<file path="config.mk">
export PLATFORM = sky130hd
export DESIGN_NAME = if_prefetch
export DESIGN_NICKNAME = d
export VERILOG_FILES = /design/src/rtl/if_prefetch.sv
export SDC_FILE = /design/constraint.sdc
export NUM_CORES = 1
export LEC_CHECK = 0
export BUFFER_PORTS_ARGS = -buffer_cell sky130_fd_sc_hd__buf_4
export CAP_MARGIN = 15
export CORE_MARGIN = 2
export CORE_UTILIZATION = 40
export CTS_CLUSTER_SIZE = 12
export DETAILED_ROUTE_END_ITERATION = 12
export PLACE_DENSITY = 0.57
export SYNTH_ARGS = -nofsm -noshare
export SYNTH_HDL_FRONTEND = slang
export SYNTH_SLANG_ARGS = --single-unit
</file>
<file path="constraint.sdc">
create_clock -name clk_i -period 3.9 [get_ports clk_i]
set_input_delay 0.585 -clock clk_i [delete_from_list [all_inputs] [get_ports clk_i]]
set_output_delay 0.585 -clock clk_i [all_outputs]
set_load 0.005 [all_outputs]
</file>
<file path="src/rtl/if_prefetch.sv">
// if_prefetch: instruction-fetch stage with a decoupled request/response memory
// port, an in-flight PC queue for outstanding requests and a DEPTH-entry
// prefetch FIFO toward decode. Redirects flush the FIFO and drop late responses.
// Optional feature macro: IF_PERF_EN builds the fetch/flush performance counters;
// without it both perf ports read zero and no counter flops exist.
module if_prefetch #(
  parameter int              XLEN      = 32,
  parameter int              DEPTH     = 4,
  parameter int              MAX_OUTST = 2,
  parameter logic [XLEN-1:0] RESET_PC  = '0
) (
  input  logic            clk_i,
  input  logic            rst_ni,
  input  logic            redirect_i,
  input  logic [XLEN-1:0] redirect_pc_i,
  output logic            imem_req_o,
  output logic [XLEN-1:0] imem_addr_o,
  input  logic            imem_gnt_i,
  input  logic            imem_rvalid_i,
  input  logic [XLEN-1:0] imem_rdata_i,
  output logic            valid_d_o,
  input  logic            ready_d_i,
  output logic [XLEN-1:0] pc_d_o,
  output logic [XLEN-1:0] inst_d_o,
  output logic [XLEN-1:0] pc4_d_o,
  output logic [31:0]     perf_fetch_o,
  output logic [31:0]     perf_flush_o
);

  localparam int AW = (DEPTH > 1) ? $clog2(DEPTH) : 1;
  localparam int CW = $clog2(DEPTH + 1);
  localparam int IW = (MAX_OUTST > 1) ? $clog2(MAX_OUTST) : 1;
  localparam int OW = $clog2(MAX_OUTST + 1);

  logic [XLEN-1:0] pc_reg;
  logic [XLEN-1:0] fifo_pc_mem   [DEPTH];
  logic [XLEN-1:0] fifo_inst_mem [DEPTH];
  logic [AW-1:0]   fifo_wr_reg, fifo_rd_reg;
  logic [CW-1:0]   fifo_cnt_reg;
  logic [XLEN-1:0] infl_mem [MAX_OUTST];
  logic [IW-1:0]   infl_wr_reg, infl_rd_reg;
  logic [OW-1:0]   outst_reg, outst_next;
  logic [OW-1:0]   drop_reg, drop_next;

  logic fifo_valid, credit_ok, issue, resp, resp_drop, resp_take, fifo_pop;

  // In-flight queue depth need not be a power of two, so wrap explicitly.
  function automatic logic [IW-1:0] infl_inc(input logic [IW-1:0] p);
    return (p == IW'(MAX_OUTST - 1)) ? '0 : p + IW'(1);
  endfunction

  // Credit rule: every granted request is guaranteed a FIFO slot on return.
  always_comb begin
    fifo_valid = (fifo_cnt_reg != '0);
    credit_ok  = (outst_reg < OW'(MAX_OUTST)) &&
                 ((32'(fifo_cnt_reg) + 32'(outst_reg)) < DEPTH);
    imem_req_o = rst_ni && !redirect_i && credit_ok;
    issue      = imem_req_o && imem_gnt_i;
    // A response with nothing outstanding is a protocol error and is ignored.
    resp       = imem_rvalid_i && (outst_reg != '0);
    resp_drop  = resp && (redirect_i || (drop_reg != '0));
    resp_take  = resp && !redirect_i && (drop_reg == '0);
    fifo_pop   = fifo_valid && ready_d_i;
  end

  // Outstanding and drop bookkeeping; a redirect turns everything still in flight into drops.
  always_comb begin
    outst_next = outst_reg;
    if (issue && !resp)
      outst_next = outst_reg + OW'(1);
    else if (!issue && resp)
      outst_next = outst_reg - OW'(1);
    drop_next = drop_reg;
    if (redirect_i)
      drop_next = outst_next;
    else if (resp_drop)
      drop_next = drop_reg - OW'(1);
  end

  // Decode head is combinational from the FIFO and forced to zero when empty.
  always_comb begin
    valid_d_o = fifo_valid;
    pc_d_o    = fifo_valid ? fifo_pc_mem[fifo_rd_reg]   : '0;
    inst_d_o  = fifo_valid ? fifo_inst_mem[fifo_rd_reg] : '0;
    pc4_d_o   = fifo_valid ? pc_d_o + XLEN'(4)          : '0;
  end

  assign imem_addr_o = pc_reg;

  // Control state: fetch PC, FIFO pointers, in-flight pointers, outstanding and drop counts.
  always_ff @(posedge clk_i or negedge rst_ni) begin
    if (!rst_ni) begin
      pc_reg       <= RESET_PC;
      fifo_wr_reg  <= '0;
      fifo_rd_reg  <= '0;
      fifo_cnt_reg <= '0;
      infl_wr_reg  <= '0;
      infl_rd_reg  <= '0;
      outst_reg    <= '0;
      drop_reg     <= '0;
    end else begin
      outst_reg <= outst_next;
      drop_reg  <= drop_next;
      if (redirect_i) begin
        pc_reg       <= redirect_pc_i;
        fifo_wr_reg  <= '0;
        fifo_rd_reg  <= '0;
        fifo_cnt_reg <= '0;
        infl_wr_reg  <= '0;
        infl_rd_reg  <= '0;
      end else begin
        if (issue) begin
          pc_reg      <= pc_reg + XLEN'(4);
          infl_wr_reg <= infl_inc(infl_wr_reg);
        end
        if (resp_take) begin
          infl_rd_reg <= infl_inc(infl_rd_reg);
          fifo_wr_reg <= fifo_wr_reg + AW'(1);
        end
        if (fifo_pop)
          fifo_rd_reg <= fifo_rd_reg + AW'(1);
        case ({resp_take, fifo_pop})
          2'b10:   fifo_cnt_reg <= fifo_cnt_reg + CW'(1);
          2'b01:   fifo_cnt_reg <= fifo_cnt_reg - CW'(1);
          default: fifo_cnt_reg <= fifo_cnt_reg;
        endcase
      end
    end
  end

  // Storage arrays: issued PCs wait in infl_mem, accepted responses land in the FIFO.
  always_ff @(posedge clk_i) begin
    if (issue)
      infl_mem[infl_wr_reg] <= pc_reg;
    if (resp_take) begin
      fifo_pc_mem[fifo_wr_reg]   <= infl_mem[infl_rd_reg];
      fifo_inst_mem[fifo_wr_reg] <= imem_rdata_i;
    end
  end

`ifdef IF_PERF_EN
  logic [31:0] perf_fetch_reg, perf_flush_reg, flush_add;

  // Flushed work: dropped responses plus FIFO entries discarded by a redirect.
  always_comb begin
    flush_add = 32'(resp_drop);
    if (redirect_i)
      flush_add = flush_add + 32'(fifo_cnt_reg) - 32'(fifo_pop);
  end

  // Performance counters, wrapping at 2^32.
  always_ff @(posedge clk_i or negedge rst_ni) begin
    if (!rst_ni) begin
      perf_fetch_reg <= '0;
      perf_flush_reg <= '0;
    end else begin
      perf_fetch_reg <= perf_fetch_reg + 32'(fifo_pop);
      perf_flush_reg <= perf_flush_reg + flush_add;
    end
  end

  assign perf_fetch_o = perf_fetch_reg;
  assign perf_flush_o = perf_flush_reg;
`else
  assign perf_fetch_o = '0;
  assign perf_flush_o = '0;
`endif

endmodule

</file>
# ---- Yosys cells after proc, flatten, opt, wreduce, memory -nomap -nowiden
# Memories as Yosys holds them, arrays and structs flattened.
# Index checks and enable logic that the tools add are counted.
dict set report classes {
  muxes 25
  bitwise 0
  mul 0
  magnitude_cmp 2
  add_sub_neg 12
  shift 0
  n_div 0
  reduce_logical 24
  n_eq_ne 2
}
# cell n
set ops {}
lappend ops {{2-to-1 mux 32 bit} 5}
lappend ops {{adder 32 x 3 -> 32 bit, second input constant} 2}
lappend ops {{2-to-1 mux 2 bit} 8}
lappend ops {{nonzero test 2 bit} 6}
lappend ops {{logical AND 1 bit} 11}
lappend ops {{2-to-1 mux 1 bit} 10}
lappend ops {{adder 2 x 1 -> 2 bit, second input constant} 3}
lappend ops {{case mux 3 bit (2 select lines)} 1}
lappend ops {{nonzero test 3 bit} 2}
lappend ops {{adder 3 x 2 -> 4 bit} 1}
lappend ops {{less-than comparator 4 x 3 -> 1 bit, second input constant} 1}
lappend ops {{subtractor 2 x 1 -> 2 bit, second input constant} 2}
lappend ops {{adder 3 x 1 -> 3 bit, second input constant} 1}
lappend ops {{zero test 1 bit} 3}
lappend ops {{2-to-1 mux 3 bit} 1}
lappend ops {{subtractor 3 x 1 -> 3 bit, second input constant} 1}
lappend ops {{adder 1 bit, second input constant} 2}
lappend ops {{equality test 2 x 1 -> 1 bit, second input constant} 1}
lappend ops {{equality test 2 bit, second input constant} 1}
lappend ops {{zero test 2 bit} 1}
lappend ops {{less-than comparator 2 bit, second input constant} 1}
lappend ops {{logical OR 1 bit} 1}
dict set report word_totals {
  out_inout_bits 194
  latch_bits 0
  rom_bits 0
  input_bits 70
  memories 3
  mem_bits_rw 320
  reg_bits 45
  wordCells 76
}
# memory words word_bits rd rd_ports_with_merged_regs wr line_no
set memory_table {}
lappend memory_table {fifo_inst_mem 4 32 1 0 1 37} ;# logic [XLEN-1:0] fifo_inst_mem [DEPTH];
lappend memory_table {fifo_pc_mem 4 32 1 0 1 36} ;# logic [XLEN-1:0] fifo_pc_mem [DEPTH];
lappend memory_table {infl_mem 2 32 1 0 1 40} ;# logic [XLEN-1:0] infl_mem [MAX_OUTST];

# ---- Logic depth before layout (Yosys ltp)
# Gate-level depths: netlist of run 1.
dict set report logic_depth {
  word_depth 10
  ltp_mapped 11
  mapped_depth_nobuf 10
}

# ---- Least setup slack after synthesis of run 1
# OpenSTA, ideal clock, no wires.
dict set report synth_path {
  path_type {input-to-reg}
  startpoint {in redirect_i}
  endpoint {mem fifo_inst_mem[0][0], enable pin}
  required_ps 3471
  setup_time_ps 429
  slack_ps 554
  arrival_ps 2918
  n_path_buf 1
  path_stages 3
  cell_sequence {clkbuf_1 > nor4bb_1 > and2_1}
}
dict set report synth_between {
  elab_chain_cells 5
}
# element line_no
set synth_lines {}
lappend synth_lines {{from (decl)} 14} ;# input logic redirect_i,
lappend synth_lines {{zero test 1 bit} 62} ;# resp_take = resp && !redirect_i && (drop_reg == '0);
lappend synth_lines {{logical AND 1 bit (2 in a row)} 62}
lappend synth_lines {{2-to-1 mux 1 bit} 135} ;# if (resp_take) begin
lappend synth_lines {{2-to-1 mux 1 bit (implied by the code)} 137} ;# fifo_inst_mem[fifo_wr_reg] <= imem_rdata_i;
lappend synth_lines {{to (decl)} 37}
# No other way between the ends.

# ---- Final worst setup path of run 1
dict set report layout_path {
  startpoint {reg fifo_rd_reg[0]}
  endpoint {out pc4_d_o[18]}
}
dict set report layout_between {
  elab_chain_cells 4
}
# element line_no
set layout_lines {}
lappend layout_lines {{from (decl)} 38} ;# logic [AW-1:0] fifo_wr_reg, fifo_rd_reg;
lappend layout_lines {{from (signal assigned)} 121} ;# fifo_rd_reg <= fifo_rd_reg + AW'(1);
lappend layout_lines {{memory (4 x 32 bit)} --}
lappend layout_lines {{2-to-1 mux 32 bit} 83} ;# pc_d_o = fifo_valid ? fifo_pc_mem[fifo_rd_reg] : '0;
lappend layout_lines {{adder 32 x 3 -> 32 bit} 85} ;# pc4_d_o = fifo_valid ? pc_d_o + XLEN'(4) : '0;
lappend layout_lines {{2-to-1 mux 32 bit} 85}
lappend layout_lines {{to (decl)} 25} ;# output logic [XLEN-1:0] pc4_d_o,
# No other way between the ends.

==> summary.txt, run 1 <==
Status
  • Status: finished, final reports clean

Floorplanning
  • Initial Utilization: 0.4035
  • Chip Width: 204.0 um
  • # IOs: between 200 and 300
  • Die area: roughly 0.042 sq mm
  • Rows: 73
  • Chip height: 204.0 um
  • Core area: 0.03964 sq mm

Clock network
  • Clk Latency, worst-skew pair: around 0.53 ns
  • CTS root buf: clkbuf_16
  • Clock tree buffer depth: 3
  • CTS sink count: 365
  • Total CTS buffers: 40
  • CTS tree: yes
  • Reg clk slew, reported paths: 0.05 ns
  • H-tree depth: 2

Final layout
  • Most frequent cells in the layout: 320 x edfxtp_1, 220 x buf_4, 65 x and2_1, 64 x conb_1, 53 x mux4_2
  • Share of cells above drive strength 1: 0.3246
  • Fill count: 3461
  • Area growth, synth to finish: 21.05%
  • Final cell count without fillers: 1791
  • Fin nets: 1320
  • Leading cell type in the layout, fill and taps excluded: edfxtp_1
  • Largest regs: fifo_inst_mem: 128 flops, fifo_pc_mem: 128 flops, infl_mem: 64 flops
  • Diode count: 0

Timing
  • FMAX: roughly 0.26 GHz
  • Final slew viol count: 0
  • Final period utilization: 0.9768
  • Measured slew at the worst slew-check pin: 0.8768 ns
  • Min Tclk post-route: 3.810 ns
  • Worst Clk Skew: 0.01797 ns
  • Slew HR: 0.4110
  • Final setup viols: 0
  • Fin. Hold Viols: 0
  • Final hold slack: 0.2556 ns

Routing
  • DRT Pass-1 Iters: 4
  • Via count: between 9000 and 10000
  • ANT nets after route: 0
  • Avg WL per Cell: 20.51 um
  • Drt drc: 0
  • DRT Wirelength: 36.73 mm
  • Iter 0 DRT Violations: approximately 570
  • Via-to-Cell Ratio: 5.159

Pwr
  • Clk pwr share: 0.274
  • Total Power: 12.41 mW
  • Part of the power in registers: 0.387
  • Sw Ratio: 0.3030
  • Combinational fraction of design power: 0.339
  • Internal power: 8.651 mW
  • Maximum vdd drop: roughly 0.45 mV
  • Pwr dens: 641.1 mW/mm^2
  • Leak Pwr: a little under 7 nW
  • Switch Pwr: 3.761 mW

Flow run
  • Max-cap viol count: 0

Placement
  • HPWL Detailed: ~24 mm
  • IO Port Bufs: 199
  • GPL Wtd Cong: 0.7714
  • Post-Place Cells: around 1700

Setup path
  • CP arrival: about 3.2 ns
  • Startpoint type of the worst setup path: register
  • Crit. End Element: output port
  • Crit Path Category: reg -> out
  • CP required: 3.31 ns
  • CP max FO: 8

Global route
  • Grt ovf: 0
  • GRT Total Usage: 0.1737
  • Largest net degree at the start of global routing: 60
  • Vias in the first global route: between 9000 and 10000
  • First-pass GRT wire length: 55.17 mm
  • Initial antenna violation count: 0

Yosys
  • Mean post-synth cell area: around 16 sq um
  • Largest area contributor in the netlist: edfxtp_1
  • Synthesized flop and latch total: 365
  • Synth Warn #: 0
  • Post-synthesis async set-or-reset flop share: 0.1233
  • Cell count after synthesis: about 1000
  • Top post-synthesis cells by area: edfxtp_1 60%, dfrtp_1 7.0%, mux4_2 7.0%, mux2_2 3.3%, buf_4 3.1%
  • Post-synth EDFFs: 320
  • Share of the synthesized area in the top cell type: 0.6008
  • Cell variety after synth: 53
  • Top_reg_cell synth: edfxtp_1
  • Synthesized area: 0.01599 sq mm
  • Seq/Total Area, Yosys: 0.6712

Min path
  • Worst min-delay path class: in -> reg
==> area by class of cell <==
type / instances / area [sq um] / area share
flip-flops and latches: 365 / 10740 / 0.5549
clock buffers: 53 / 1060 / 0.05474
clock inverters: 15 / 110.1 / 0.005687
repair buffers: 233 / 1918 / 0.09907
well taps: 525 / 656.9 / 0.03393
multi-input cells: 578 / 4791 / 0.2474
inverters: 22 / 82.58 / 0.004265
==> synth_stat cells, types with 22 or more instances <==
cell	n
inv_1	22
buf_4	66
clkbuf_1	30
mux2_2	47
and2_1	69
nand2_1	54
mux4_2	50
o21ai_0	33
edfxtp_1	320
dfrtp_1	45
nor2_1	46
nand3_1	25
==> timing repair <==
action                     in CTS  in global routing
cloned                          0                  4
hold buffers                    1                  0
buffers inserted                0                  3
pin swaps                       0                  2
setup endpoints to repair      14                 14
resized for setup               5                 25
hold endpoints to repair       18                  0
==> metrics by stage <==
| step | setup WS, ns | setup TNS (ns) | utilization | area, sq um |
|---|---|---|---|---|
| CTS | -0.0009082 | -0.0009082 | 0.4834 | 19160 |
| detailed placement | 0.3845 | 0 | 0.4531 | 17960 |
| finish | 0.09039 | 0 | 0.4884 | 19360 |
| global placement | 0.4462 | 0 | 0.4531 | 17960 |
| global route | -0.01441 | -0.02159 | 0.4884 | 19360 |
| floorplan | 0.5536 | 0 | - | 16230 |
==> worst max-delay path, stage by stage, from the launching register on <==
cell	delay, ns
dfrtp_4	0.55
mux4_2	0.42
and2_1	0.22
ha_4	0.18
nand2_4	0.08
or3_2	0.47
or4_1	0.49
a21oi_1	0.16
buf_4	0.13
==> final timing paths <==
path | startpoint | to | slack (ns) | cells past startpoint
setup / recovery | fifo_rd_reg[0] | pc4_d_o[18] | 0.09 | 8
hold / removal | imem_rdata_i[2] | fifo_inst_mem[2][2] | 0.26 | 1
setup reg to reg | imem_addr_o[2] | imem_addr_o[30] | 1.36 | 6
hold reg to reg | imem_addr_o[0] | infl_mem[0][0] | 0.52 | 0
max in group asynchronous | rst_ni | fifo_rd_reg[0] | 2.66 | 3
min in group asynchronous | rst_ni | fifo_cnt_reg[2] | 0.51 | 2
==> power by group through the flow <==
stage	sequential (mW)	clock (mW)	combinational, mW
2_1_floorplan	4.79	0	2.36
3_3_place_gp	4.86	0	4.10
3_5_place_dp	4.87	0	4.10
4_1_cts	4.79	3.50	4.13
5_1_grt	4.83	3.66	4.60
6_report	4.80	3.41	4.21
==> cells by family (layout without fill, tap and decap cells) <==
family          count (synthesis)  after routing  share of synthesized area
simple gates                  274            276                    0.09286
fa+ha+maj                      10             10                   0.008292
compound gates                 91             91                    0.03606
buf+inv                       139            323                    0.05226
xor+xnor                       21             21                    0.01150
flops                         365            365                     0.6712
other cells                     1             64                  0.0002345
mux                           116            116                     0.1276
==> layer usage <==
layer	vias to the layer above	global-route usage	part of all wire
met5	-	0	0
met4	0	0.04270	0.017
met3	38	0.03268	0.063
met2	333	0.2663	0.45
met1	4640	0.2567	0.47
li1	4229	-	-
Note: power is estimated with default switching activity, not from simulation.
==> run 2: changes to the inputs <==
- CORE_UTILIZATION: 40 -> 41
- PLACE_DENSITY: 0.57 -> 0.58
==> summary.txt, run 2 (synthesized netlist as in run 1, its figures left out) <==
Pwr
  • Pwr dens: 640.9 mW/mm^2 (about the same)
  • Leak Pwr: 6.841 nW (-0.97%)
  • Maximum vdd drop: 0.3468 mV (-23%)

Placement
  • IO Port Bufs: 199 (unchanged)
  • Pre-CTS setup slack: 0.3135 ns (-0.07097 ns)
  • GPL Wtd Cong: 0.8121 (+5.3%)
  • HPWL Detailed: 23.06 mm (-3.6%)

Timing
  • Fin. Hold Viols: 0 (unchanged)
  • Slew HR: 0.4315 (+0.02051)
  • Setup ws final: 0.1212 ns (+0.03077 ns)
  • Final setup viols: 0 (unchanged)
  • Min Tclk post-route: 3.779 ns (-0.03077 ns)
  • Final slew viol count: 0 (unchanged)
  • Worst Clk Skew: 0.01706 ns (-0.0009120 ns)
  • Measured slew at the worst slew-check pin: 0.8462 ns (-0.03054 ns)
  • FMAX: 0.2646 GHz (+0.81%)
  • RSZ-0062 raised after global routing: true
  • Final period utilization: 0.9689 (-0.007889)
  • Sum Neg Setup Slack: 0 ns (unchanged)
  • Final hold slack: 0.1836 ns (-0.07201 ns)

Global route
  • First-pass GRT wire length: 53.83 mm (-2.4%)
  • Grt ovf: 0 (unchanged)
  • Initial antenna violation count: 1 (+1)
  • Largest net degree at the start of global routing: 65 (+8.3%)
  • Vias in the first global route: 9034 (-2.5%)
  • GRT Total Usage: 0.1716 (-0.002103)

Floorplanning
  • Initial Utilization: 0.4148 (+0.01134)
  • Die area: 0.04061 sq mm (-2.4%)
  • # IOs: 264 (unchanged)
  • Chip height: 201.5 um (-1.2%)
  • Rows: 72 (-1.4%)
  • Core area: 0.03856 sq mm (-2.7%)
  • Chip Width: 201.5 um (-1.2%)

Clock network
  • CTS tree: yes
  • Reg clk slew, reported paths: 0.05 ns (about the same)
  • Clk Latency, worst-skew pair: 0.53 ns (about the same)
  • Clock tree buffer depth: 3 (unchanged)
  • CTS root buf: clkbuf_16
  • H-tree depth: 2 (unchanged)
  • CTS sink count: 365 (unchanged)
  • Total CTS buffers: 40 (unchanged)
  • Hold-fix buffers, CTS: 0 (-1)

Routing
  • ANT nets after route: 0 (unchanged)
  • Avg WL per Cell: 19.86 um (-3.1%)
  • DRT Pass-1 Iters: 4 (unchanged)
  • Via count: 9201 (-0.42%)
  • Iter 0 DRT Violations: 606 (+7.1%)
  • Via-to-Cell Ratio: 5.163 (about the same)
  • DRT Wirelength: 35.39 mm (-3.6%)
  • Drt drc: 0 (unchanged)

Flow run
  • Max-cap viol count: 0 (unchanged)

Setup path
  • Startpoint type of the worst setup path: register
  • Critical path, cell by cell: buf_4 -> mux4_2 -> nand3_4 -> or3_4 -> nor4_2 -> mux2_2 -> buf_4
  • Slowest stage delay, CP: 0.54 ns (about the same)
  • Crit Path Category: reg -> out
  • CP max FO: 12 (+4)
  • CP max stage cell: dfrtp_4
  • CP required: 3.31 ns (about the same)
  • CP arrival: 3.19 ns (-0.03 ns)
  • Crit. End Element: output port
  • Most used cell, CP: buf_4
  • CP delay by family, top: simple AND/OR/NAND/NOR gates
  • CP bufs+invs: 2 (+1)

Final layout
  • Diode count: 0 (unchanged)
  • Fin nets: 1316 (-0.30%)
  • Area growth, synth to finish: 19.89%
  • Most frequent cells in the layout: 320 x edfxtp_1, 223 x buf_4, 65 x and2_1, 64 x conb_1, 53 x mux4_2
  • Share of cells above drive strength 1: 0.3220 (-0.002651)
  • Largest regs: fifo_inst_mem: 128 flops, fifo_pc_mem: 128 flops, infl_mem: 64 flops
  • Leading cell type in the layout, fill and taps excluded: edfxtp_1

Min path
  • Worst min-delay path class: in -> async

Status
  • Status: finished, final reports clean
-- run 2: cell types whose count changed in the layout (fill, tap and decap cells not counted), moves of 2 or more --
cell,change
buf_4,+3
clkbuf_16,-2
nor4_2,+2
buf_12,-3
buf_16,-2
clkbuf_1,+4
buf_6,+2
-- run 2: worst register-to-register path: cells and delay by family, from the launching register on --
| kind | cells | cell delay [ns] |
|---|---|---|
| fa+ha+maj | 1 | 0.23 |
| flops | 1 | 0.44 |
| simple gates | 5 | 2.03 |
-- run 2: layout make-up --
cell class | count | area, sq um
clock inverter | 14 | 106.4
multi-input combinational | 577 | 4746
inverter | 22 | 82.58
tap | 518 | 648.1
fill | 3365 | 19380
sequential | 365 | 10740
clock buffer | 56 | 1061
timing repair buffer | 230 | 1788
-- run 2: metal layers --
layer	GRT usage	vias up	share of wire
li1	-	4219	-
met1	0.2558	4594	0.46
met2	0.2571	327	0.45
met3	0.03142	59	0.061
met4	0.05173	2	0.022
met5	0	-	0.00037
-- run 2: path summary, 6_finish.rpt --
check / startpoint / end / slack [ns] / cells past startpoint
setup / recovery: fifo_rd_reg[0] / pc4_d_o[31] / 0.12 / 7
hold / removal: rst_ni / fifo_rd_reg[1] / 0.18 / 2
setup reg to reg: fifo_cnt_reg[1] / imem_addr_o[29] / 1.13 / 6
hold reg to reg: imem_addr_o[1] / infl_mem[0][1] / 0.52 / 0
max in group asynchronous: rst_ni / fifo_rd_reg[0] / 3.23 / 2
min in group clk_i: imem_rdata_i[26] / fifo_inst_mem[3][26] / 0.25 / 1
-- run 2: power breakdown --
group          internal (mW)  total, mW  leakage (nW)  switching (mW)
registers               4.59       4.79          3.44           0.198
clock network           1.97       3.39         0.567            1.43
logic                   2.04       4.11          2.83            2.07
total                   8.60       12.3          6.84            3.69
-- run 2: what timing repair did --
action,4_1_cts,5_1_grt
pin swaps,0,1
buffers inserted,4,0
gates cloned,0,1
endpoints found under the setup margin,15,12
gates resized for setup,6,15
-- run 2: stage by stage --
step                      cell area (sq um)  cells    util  power (mW)
after floorplan                       16230   1080       -       7.146
after CTS                             19120   1781  0.4960       12.43
final                                 19170   1782  0.4973       12.29
after global placement                17890   1707  0.4641       8.931
after global routing                  19170   1782  0.4973       12.94
after detailed placement              17890   1707  0.4641       8.960
